`src/rtl/oflow_score_calc_multi_pkg.sv`:
```
`default_nettype none
// ============================================================================
//  Module   : oflow_score_calc_multi_pkg
//  Purpose  : Shared types and helpers for the multi-lane score calculator.
//             Provides the controller state encoding, the empty-score / empty-ID
//             sentinels and a helper that extracts one lane field from a
//             flattened per-lane vector.
//  Revision : 1.0  initial release
// ============================================================================
package oflow_score_calc_multi_pkg;

  typedef enum logic [2:0] {
    IDLE     = 3'd0,
    WAIT_ROW = 3'd1,
    COLLECT  = 3'd2,
    UPDATE   = 3'd3,
    REDUCE   = 3'd4,
    DONE     = 3'd5
  } state_e;

  // Sentinels are kept at the widest supported field width; users slice them
  // down to SCORE_LEN / ID_LEN.
  localparam logic [31:0] SCORE_MAX = 32'hFFFF_FFFF;
  localparam logic [31:0] NO_ID     = 32'h0000_0000;

  localparam int unsigned MAX_LANES = 8;
  localparam int unsigned MAX_FIELD = 32;
  localparam int unsigned VEC_W     = MAX_LANES * MAX_FIELD;

  // Returns field number 'lane' (each 'width' bits wide) of a flattened
  // vector, zero-extended to 32 bits. Callers widen their vector to VEC_W.
  function automatic logic [31:0] lane_slice(input logic [VEC_W-1:0] vec,
                                             input int unsigned      lane,
                                             input int unsigned      width);
    logic [31:0] mask;
    mask = (width >= 32) ? 32'hFFFF_FFFF : ((32'd1 << width) - 32'd1);
    return 32'(vec >> (lane * width)) & mask;
  endfunction

endpackage
`default_nettype wire

```
`src/rtl/oflow_lane_min_tracker.sv`:
```
`default_nettype none
// ============================================================================
//  Module   : oflow_lane_min_tracker
//  Purpose  : One similarity-metric lane. Captures the first result of a row,
//             flags it as received, and on update folds it into the running
//             minimum when it passes the threshold and is strictly smaller.
//  Ports    : clk, reset_N        clock / async active-low reset
//             clear               start of search: min to all ones, id to 0
//             capture             lane result valid for an active lane
//             res_score, res_id   lane result
//             update              end of row: fold capture into minimum
//             threshold           acceptance threshold (score <= threshold)
//             got                 result for the current row captured
//             min_score, min_id   running minimum and its ID (0 = none)
//  Revision : 1.0  initial release
// ============================================================================
module oflow_lane_min_tracker
  import oflow_score_calc_multi_pkg::*;
#(
  parameter int SCORE_LEN = 16,
  parameter int ID_LEN    = 12
) (
  input  logic                 clk,
  input  logic                 reset_N,
  input  logic                 clear,
  input  logic                 capture,
  input  logic [SCORE_LEN-1:0] res_score,
  input  logic [ID_LEN-1:0]    res_id,
  input  logic                 update,
  input  logic [SCORE_LEN-1:0] threshold,
  output logic                 got,
  output logic [SCORE_LEN-1:0] min_score,
  output logic [ID_LEN-1:0]    min_id
);

  localparam logic [SCORE_LEN-1:0] SCORE_EMPTY = SCORE_MAX[SCORE_LEN-1:0];
  localparam logic [ID_LEN-1:0]    ID_EMPTY    = NO_ID[ID_LEN-1:0];

  logic                 got_q,       got_d;
  logic [SCORE_LEN-1:0] cap_score_q, cap_score_d;
  logic [ID_LEN-1:0]    cap_id_q,    cap_id_d;
  logic [SCORE_LEN-1:0] min_score_q, min_score_d;
  logic [ID_LEN-1:0]    min_id_q,    min_id_d;

  always_comb begin
    got_d       = got_q;
    cap_score_d = cap_score_q;
    cap_id_d    = cap_id_q;
    min_score_d = min_score_q;
    min_id_d    = min_id_q;

    if (clear) begin
      got_d       = 1'b0;
      min_score_d = SCORE_EMPTY;
      min_id_d    = ID_EMPTY;
    end else if (update) begin
      // Strict '<' keeps the earlier row on equal scores; an all-ones score
      // can never beat the empty sentinel.
      if (got_q && (cap_score_q <= threshold) && (cap_score_q < min_score_q)) begin
        min_score_d = cap_score_q;
        min_id_d    = cap_id_q;
      end
      got_d = 1'b0;
    end else if (capture && !got_q) begin
      // Only the first result of a row is kept.
      got_d       = 1'b1;
      cap_score_d = res_score;
      cap_id_d    = res_id;
    end
  end

  always_ff @(posedge clk or negedge reset_N) begin
    if (!reset_N) begin
      got_q       <= 1'b0;
      cap_score_q <= '0;
      cap_id_q    <= '0;
      min_score_q <= SCORE_EMPTY;
      min_id_q    <= ID_EMPTY;
    end else begin
      got_q       <= got_d;
      cap_score_q <= cap_score_d;
      cap_id_q    <= cap_id_d;
      min_score_q <= min_score_d;
      min_id_q    <= min_id_d;
    end
  end

  assign got       = got_q;
  assign min_score = min_score_q;
  assign min_id    = min_id_q;

endmodule
`default_nettype wire

```
`src/rtl/oflow_score_calc_multi.sv`:
```
`default_nettype none
// ============================================================================
//  Module   : oflow_score_calc_multi
//  Purpose  : Sequences NUM_LANES similarity-metric lanes over the previous-
//             frame buffer one row at a time, tracks a per-lane minimum score
//             and ID, then reduces the lanes to a single global best match.
//  Ports    : clk, reset_N                   clock / async active-low reset
//             start_score_calc, busy,
//             done_score_calc                search control
//             score_threshold                acceptance threshold
//             row_valid/ready/last, row_ids  buffer row handshake
//             sm_start, sm_valid, sm_score,
//             sm_id                          per-lane metric interface
//             min_score, min_id              per-lane minima
//             global_min_score/id            global best match
//  Revision : 1.0  initial release
// ============================================================================
module oflow_score_calc_multi
  import oflow_score_calc_multi_pkg::*;
#(
  parameter int NUM_LANES = 2,
  parameter int SCORE_LEN = 16,
  parameter int ID_LEN    = 12
) (
  input  logic                           clk,
  input  logic                           reset_N,
  input  logic                           start_score_calc,
  input  logic [SCORE_LEN-1:0]           score_threshold,
  input  logic                           row_valid,
  output logic                           row_ready,
  input  logic                           row_last,
  input  logic [NUM_LANES*ID_LEN-1:0]    row_ids,
  output logic [NUM_LANES-1:0]           sm_start,
  input  logic [NUM_LANES-1:0]           sm_valid,
  input  logic [NUM_LANES*SCORE_LEN-1:0] sm_score,
  input  logic [NUM_LANES*ID_LEN-1:0]    sm_id,
  output logic [NUM_LANES*SCORE_LEN-1:0] min_score,
  output logic [NUM_LANES*ID_LEN-1:0]    min_id,
  output logic [SCORE_LEN-1:0]           global_min_score,
  output logic [ID_LEN-1:0]              global_min_id,
  output logic                           busy,
  output logic                           done_score_calc
);

  localparam logic [SCORE_LEN-1:0] SCORE_EMPTY = SCORE_MAX[SCORE_LEN-1:0];
  localparam logic [ID_LEN-1:0]    ID_EMPTY    = NO_ID[ID_LEN-1:0];
  localparam logic [2:0]           LAST_LANE   = 3'(NUM_LANES - 1);

  state_e                 state_q,       state_d;
  logic [NUM_LANES-1:0]   active_mask_q, active_mask_d;
  logic                   last_q,        last_d;
  logic [NUM_LANES-1:0]   sm_start_q,    sm_start_d;
  logic [2:0]             lane_idx_q,    lane_idx_d;
  logic [SCORE_LEN-1:0]   gmin_score_q,  gmin_score_d;
  logic [ID_LEN-1:0]      gmin_id_q,     gmin_id_d;

  logic                   clear_lanes;
  logic                   update_lanes;
  logic [NUM_LANES-1:0]   row_active;
  logic [NUM_LANES-1:0]   got_vec;
  logic [NUM_LANES-1:0]   capture_vec;
  logic [SCORE_LEN-1:0]   red_score;
  logic [ID_LEN-1:0]      red_id;

  for (genvar k = 0; k < NUM_LANES; k++) begin : g_lane
    assign row_active[k]  = (row_ids[k*ID_LEN +: ID_LEN] != ID_EMPTY);
    // Results on lanes not started for this row, or outside COLLECT, are dropped.
    assign capture_vec[k] = (state_q == COLLECT) && sm_valid[k] && active_mask_q[k];

    oflow_lane_min_tracker #(
      .SCORE_LEN (SCORE_LEN),
      .ID_LEN    (ID_LEN)
    ) u_tracker (
      .clk       (clk),
      .reset_N   (reset_N),
      .clear     (clear_lanes),
      .capture   (capture_vec[k]),
      .res_score (sm_score[k*SCORE_LEN +: SCORE_LEN]),
      .res_id    (sm_id[k*ID_LEN +: ID_LEN]),
      .update    (update_lanes),
      .threshold (score_threshold),
      .got       (got_vec[k]),
      .min_score (min_score[k*SCORE_LEN +: SCORE_LEN]),
      .min_id    (min_id[k*ID_LEN +: ID_LEN])
    );
  end

  // Lane currently visited by the reduction scan.
  assign red_score = SCORE_LEN'(lane_slice(VEC_W'(min_score), 32'(lane_idx_q), SCORE_LEN));
  assign red_id    = ID_LEN'(lane_slice(VEC_W'(min_id), 32'(lane_idx_q), ID_LEN));

  always_comb begin
    state_d       = state_q;
    active_mask_d = active_mask_q;
    last_d        = last_q;
    sm_start_d    = '0;
    lane_idx_d    = lane_idx_q;
    gmin_score_d  = gmin_score_q;
    gmin_id_d     = gmin_id_q;
    clear_lanes   = 1'b0;
    update_lanes  = 1'b0;

    case (state_q)
      IDLE: begin
        if (start_score_calc) begin
          clear_lanes  = 1'b1;
          gmin_score_d = SCORE_EMPTY;
          gmin_id_d    = ID_EMPTY;
          state_d      = WAIT_ROW;
        end
      end
      WAIT_ROW: begin
        if (row_valid) begin
          active_mask_d = row_active;
          last_d        = row_last;
          if (row_active != '0) begin
            // Registered so the start pulse appears in the first COLLECT cycle.
            sm_start_d = row_active;
            state_d    = COLLECT;
          end else begin
            state_d = UPDATE;
          end
        end
      end
      COLLECT: begin
        // Include this cycle's valids so the last one moves on without a bubble.
        if ((got_vec | (sm_valid & active_mask_q)) == active_mask_q) begin
          state_d = UPDATE;
        end
      end
      UPDATE: begin
        update_lanes = 1'b1;
        lane_idx_d   = '0;
        state_d      = last_q ? REDUCE : WAIT_ROW;
      end
      REDUCE: begin
        // Strict '<' during an ascending scan: lowest lane index wins ties.
        if ((red_id != ID_EMPTY) && (red_score < gmin_score_q)) begin
          gmin_score_d = red_score;
          gmin_id_d    = red_id;
        end
        if (lane_idx_q == LAST_LANE) begin
          state_d = DONE;
        end else begin
          lane_idx_d = lane_idx_q + 3'd1;
        end
      end
      DONE: begin
        state_d = IDLE;
      end
      default: begin
        state_d = IDLE;
      end
    endcase
  end

  always_ff @(posedge clk or negedge reset_N) begin
    if (!reset_N) begin
      state_q       <= IDLE;
      active_mask_q <= '0;
      last_q        <= 1'b0;
      sm_start_q    <= '0;
      lane_idx_q    <= '0;
      gmin_score_q  <= SCORE_EMPTY;
      gmin_id_q     <= ID_EMPTY;
    end else begin
      state_q       <= state_d;
      active_mask_q <= active_mask_d;
      last_q        <= last_d;
      sm_start_q    <= sm_start_d;
      lane_idx_q    <= lane_idx_d;
      gmin_score_q  <= gmin_score_d;
      gmin_id_q     <= gmin_id_d;
    end
  end

  assign row_ready        = (state_q == WAIT_ROW);
  assign sm_start         = sm_start_q;
  assign busy             = (state_q != IDLE) && (state_q != DONE);
  assign done_score_calc  = (state_q == DONE);
  assign global_min_score = gmin_score_q;
  assign global_min_id    = gmin_id_q;

endmodule
`default_nettype wire

```
`config.mk`:
```
export PLATFORM = sky130hd
export DESIGN_NAME = oflow_score_calc_multi
export DESIGN_NICKNAME = d
export VERILOG_FILES = /design/src/rtl/oflow_score_calc_multi_pkg.sv /design/src/rtl/oflow_lane_min_tracker.sv /design/src/rtl/oflow_score_calc_multi.sv
export SDC_FILE = /design/constraint.sdc
export NUM_CORES = 1
export LEC_CHECK = 0
export ABC_AREA = 1
export BUFFER_PORTS_ARGS = -buffer_cell sky130_fd_sc_hd__buf_2
export CAP_MARGIN = 30
export CORE_MARGIN = 2
export CORE_UTILIZATION = 40
export DETAILED_ROUTE_END_ITERATION = 12
export SYNTH_ARGS = -nofsm -noshare
export SYNTH_HDL_FRONTEND = slang
export SYNTH_SLANG_ARGS = --single-unit
```
`constraint.sdc`:
```
create_clock -name clk -period 7.7 [get_ports clk]
set_input_delay 1.155 -clock clk [delete_from_list [all_inputs] [get_ports clk]]
set_output_delay 1.155 -clock clk [all_outputs]
set_load 0.02 [all_outputs]
```
* After elaboration in Yosys (flattened, before gate mapping)
Cells that the tools add are included.
** Cells by class
- Eq/ne operators :: 14
- Shift-type cells :: 2
- Magnitude comparators :: 5
- Mux-type cells :: 39
- $mul :: 1
- Reductions and logical operators :: 35
- $add $sub $neg :: 1
- Bitwise logic cells :: 4
** Operator list (count)
- 2-to-1 mux 16 bit :: 8
- 2-to-1 mux 12 bit :: 8
- < comparator 16 bit :: 3
- nonzero test 12 bit :: 3
- less-or-equal comparator 16 bit :: 2
- one-hot mux 16 bit (2 select lines) :: 1
- right shift 32 x 7 -> 16 bit :: 1
- one-hot mux 12 bit (2 select lines) :: 1
- right shift 24 x 7 -> 12 bit :: 1
- 2-to-1 mux 3 bit :: 6
- one-hot mux 3 bit (5 select lines) :: 1
- logical AND 1 bit :: 12
- nonzero test 2 bit :: 6
- 2-to-1 mux 1 bit :: 10
- inequality test 2 bit, second input constant :: 5
- AND reduction 3 bit :: 3
- nonzero test 3 bit :: 3
- AND reduction 2 bit :: 4
- == test 3 x 1 -> 1 bit, second input constant :: 2
- == test 3 x 2 -> 1 bit, second input constant :: 2
- == test 3 bit, second input constant :: 2
- 2-to-1 mux 2 bit :: 3
- one-hot mux 3 bit (2 select lines) :: 1
- multiplier 3 x 2 -> 5 bit, second input constant :: 1
- 10 further kinds :: 12
** Storage, ports and cells
- Register bits :: 153
- Output and inout bits :: 89

* Depth between registers and ports, before layout
- Depth after elaboration :: 7
- Depth in mapped cells :: 18

* Modules after synthesis
A second synthesis with hierarchy kept.
** Unflattened totals
- Cell total of the unflattened synthesis :: 1151
- Area total of the unflattened synthesis :: 9584.2 um^2
** By module, submodules not included
- oflow_lane_min_tracker :: seq. area each 1446.4 um^2, times used 2, cells each 376, area an instance 3326.9 um^2
- oflow_score_calc_multi :: seq. area each 996.0 um^2, times used 1, cells each 399, area an instance 2930.3 um^2

* Worst setup path after synthesis
Ideal clock, no wire load.
- Path kind :: input-to-reg
- Start point :: input port score_threshold[5]
- End point :: register g_lane[1].u_tracker.min_id_q[3]
- Required time :: 7.583 ns
- Path slack :: 5.000 ns
- Arrival time :: 2.583 ns
- Library setup time :: 0.117 ns
- Stages on the path :: 14
- Path through :: inv_1 > ha_1 > a21oi_1 > nor2_1 > nor3_1 > nand2_1 > nand2_1 > nand2_1 > nand2_1 > nand3_2 > buf_4 > buf_6 > nand3_1 > nand2_1
** On the way
- Longest elaborated chain between the ends :: 5
** Ends and longest elaborated chain
- from (decl) :: RTL line oflow_score_calc_multi.sv:28 : input logic [SCORE_LEN-1:0] score_threshold,
- less-or-equal comparator 16 bit :: RTL line oflow_lane_min_tracker.sv:59 : if (got_q && (cap_score_q <= threshold) && (cap_score_q < min_score_q)) begin
- logical AND 1 bit (2 in series) :: RTL line oflow_lane_min_tracker.sv:59
- nonzero test 2 bit (no line)
- AND reduction 2 bit (no line)
- to (signal assigned) :: RTL line oflow_lane_min_tracker.sv:84 : min_id_q <= min_id_d;
- to (decl) :: RTL line oflow_lane_min_tracker.sv:43 : logic [ID_LEN-1:0] min_id_q, min_id_d;
No other way between the ends.
A chain may end at the register's enable or synchronous reset.

* Worst setup path after layout
- Start point :: register lane_idx_q[0]
- End point :: register gmin_id_q[3], in the netlist global_min_id[3]
** On the way
- Longest elaborated chain between the ends :: 6
- Elaborated cells between the ends (all ways) :: 10
- Classes of those cells :: mul: 1; order compare: 1; eq/ne: 1; shift: 2; mux: 2; reduce/logical: 3
** Ends and longest elaborated chain
- from (decl) :: RTL line oflow_score_calc_multi.sv:53 : logic [2:0] lane_idx_q, lane_idx_d;
- from (signal assigned) :: RTL line oflow_score_calc_multi.sv:171 : lane_idx_q <= lane_idx_d;
- multiplier 3 x 2 -> 5 bit :: RTL line oflow_score_calc_multi_pkg.sv:37 : return 32'(vec >> (lane * width)) & mask;
- right shift 24 x 7 -> 12 bit :: RTL line oflow_score_calc_multi_pkg.sv:37
- nonzero test 12 bit :: RTL line oflow_score_calc_multi.sv:138 : if ((red_id != ID_EMPTY) && (red_score < gmin_score_q)) begin
- logical AND 1 bit :: RTL line oflow_score_calc_multi.sv:138
- inequality test 2 bit (no line)
- AND reduction 3 bit (no line)
- to (signal assigned) :: RTL line oflow_score_calc_multi.sv:173 : gmin_id_q <= gmin_id_d;
- to (decl) :: RTL line oflow_score_calc_multi.sv:55 : logic [ID_LEN-1:0] gmin_id_q, gmin_id_d;
Several ways; a longest one is shown, not always the timed one. The select of a mux whose other input is x is not followed.

==> reports/results.ini <==
[outcome]
outcome=complete, no violations

[pwr]
p_per_area_mw_per_mm2=418
intPower_uw=2550
comb_power_share=0.450
netSwitchingPower_uw=1960
p_leak_uw=0.00595
peakVddDrop_uv=166
power_frac_clock=0.198
swShare=0.435
seqPwrFrac=0.352

[timing]
final_max_slew_viol_count=0
worst_pin_slew_ns=1.02
layout_setup_ws_ns=3.52
final-hold-violation-count=0
period_minus_slack_ns=4.18
finalSetupViolations=0
clock_skew_ns=0.0118
hold-worst-slack_ns=0.498
setup_tns_ns=0
min_period_over_period=0.543
fmax_mhz=239
rsz0062_at_grt=no
slew_headroom=0.319

[synth]
synthFlopType=dfrtp_1
netlist_area_mm2=0.00907
ys_types=33
synth_fp_nets=1315
synth.ff_latch_count=153
ys_async_sr_fraction=1.00
yosysWarningCount=0
ys_seq_area_frac=0.429
synthCells=1133
synth_area_per_cell_um2=8.00
synth_edf_count=0

[routing]
ant_nets=0
wirelength_um=25300
first_iter_violations=453
drc=0
wl_per_cell_um=15.8
vias=7939
drt_pre_antenna_iters=5
vias_per_cell=4.96

[global_route]
grt_pass1_wl_um=40600
first_global_vias=7697
overflow=0
antenna_found_initial=0
grt_max_degree=99
grt.total_usage=0.215

[hold_path]
hold_path_depth=2
hold_class=reg -> reg
min_to=global_min_score[5]
min_from=global_min_score[5]

[cells_and_area]
antenna_cells=0
final_common_cell=nand2_1
fin_nets=1484
syn_to_final_growth_pct=19.0
drive_gt1_frac=0.240
instances_no_fill=1600
most-common-layout-cells=nand2_1, buf_2, inv_1, nor2_1, dfrtp_1

[critical_path]
worstPathArrival_ns=4.50
cp.required_ns=8.01
rrSetupSlack_ns=3.52
r2r.worst_path.cells=14
cp_max_fo=31
critPathKind=reg -> reg
r2r-end=global_min_id[3]
crit_path_start_kind=flip-flop
timing.rr.start=lane_idx_q[0]
critPathCaptureType=flip-flop
critPathLaunch=lane_idx_q[0]

[clocking]
clk_pin_slew_ns=0.06
cts_buffers=17
cts_tree=done
ctsResizeCount=0
ctsHoldBuffers=0
clock_sinks=153
clk_path_buf_depth=2
htreeDepth=4
clk_latency_ns=0.43
cts_setup_buffers=0
cts-root-buf=clkbuf_16

[placed_design]
place_hpwl_um=19500
place_inst=1567
numPortBuffers=191
gp_congestion=0.897
place_ws_ns=3.52

[floorplan]
core_mm2=0.0224
ios=192
die_y_um=155
start_util=0.404
die_area_mm2=0.0239
die_width_um=155
fp-row-count=55

[run]
maxCapViolCount=0

-- worst max-delay path: stages (launching register included) --
cell,delay (ns)
dfrtp_1,1.02
inv_1,0.65
o21ai_0,0.41
nor2_1,0.08
ha_1,0.30
a21oi_1,0.07
nand3b_1,0.15
a21oi_1,0.13
nor2_1,0.05
nand2_1,0.06
inv_1,0.04
nand2_2,0.40
nand2_2,0.46
nand2_1,0.17
nand2_1,0.06
-- area by class of cell --
type	instances	area, µm²
inverter	145	544
clock inverter	11	170
fill	2292	11600
clock buffer	21	450
timing repair buffer	199	1050
multi-input combinational	786	4330
tap	285	357
sequential	153	3890
-- worst max-delay path by stage --
| stage | endpoint | slack [ns] | cells past startpoint |
|---|---|---|---|
| 3_5_place_dp | global_min_id[2] | 3.52 | 14 |
| 4_1_cts | global_min_id[2] | 3.57 | 14 |
| 2_1_floorplan | g_lane[1].u_tracker.min_id[3] | 5.00 | 14 |
| 6_report | global_min_id[3] | 3.52 | 14 |
| 3_3_place_gp | g_lane[0].u_tracker.min_score[9] | 3.26 | 14 |
| 5_1_grt | global_min_score[6] | 3.09 | 13 |
-- power by group through the flow --
| stage | combinational, µW | clock (µW) | sequential [µW] |
|---|---|---|---|
| 2_1_floorplan | 1330 | 0 | 1640 |
| 3_3_place_gp | 1970 | 0 | 1590 |
| 3_5_place_dp | 2030 | 0 | 1590 |
| 4_1_cts | 2040 | 906 | 1580 |
| 5_1_grt | 2350 | 939 | 1630 |
| 6_report | 2030 | 892 | 1580 |
-- flip-flops by register name (all words and copies together) (netlist names) --
name / count
active_mask_q: 2
g_lane.u_tracker.cap_id_q: 24
g_lane.u_tracker.cap_score_q: 32
g_lane.u_tracker.got: 2
g_lane.u_tracker.min_id: 24
g_lane.u_tracker.min_score: 32
global_min_id: 12
global_min_score: 16
lane_idx_q: 3
last_q: 1
sm_start: 2
state_q: 3
-- per-stage QoR --
stage               utilization  power, µW  area (µm²)
CTS                       0.480       4530       10800
finish                    0.481       4510       10800
global placement          0.451       3560       10100
global route              0.481       4910       10800
floorplan                     -       2980        9070
detailed placement        0.452       3620       10100
-- Yosys cell counts, drive strengths merged (3+ instances only) --
cell type,count,area (µm²)
dfstp,48,1260
clkbuf,14,52.6
mux2,24,270
nand2,271,1030
nand4,31,200
ha,79,988
nand3,103,531
nor4,10,62.6
nor3,13,80.1
inv,145,544
a21oi,71,355
nor2,117,449
buf,35,254
nand3b,3,22.5
dfrtp,105,2630
o21ai,56,280
-- per-layer routing --
| metal | global-route usage | wire (µm) | up-vias | part of all wire |
|---|---|---|---|---|
| met1 | 0.310 | 12500 | 3639 | 0.49 |
| met3 | 0.0294 | 1010 | 40 | 0.040 |
| met5 | 0 | 0 | - | 0 |
| met2 | 0.332 | 11100 | 220 | 0.44 |
| li1 | - | - | 4040 | - |
| met4 | 0.0767 | 665 | 0 | 0.026 |
-- cell families after synthesis --
family	share of synthesized area
mux	0.0298
simple gates	0.262
compound gates	0.0767
fa+ha+maj	0.109
flops	0.429
buf+inv	0.0938
No activity file was read; power rests on OpenSTA's default activity.
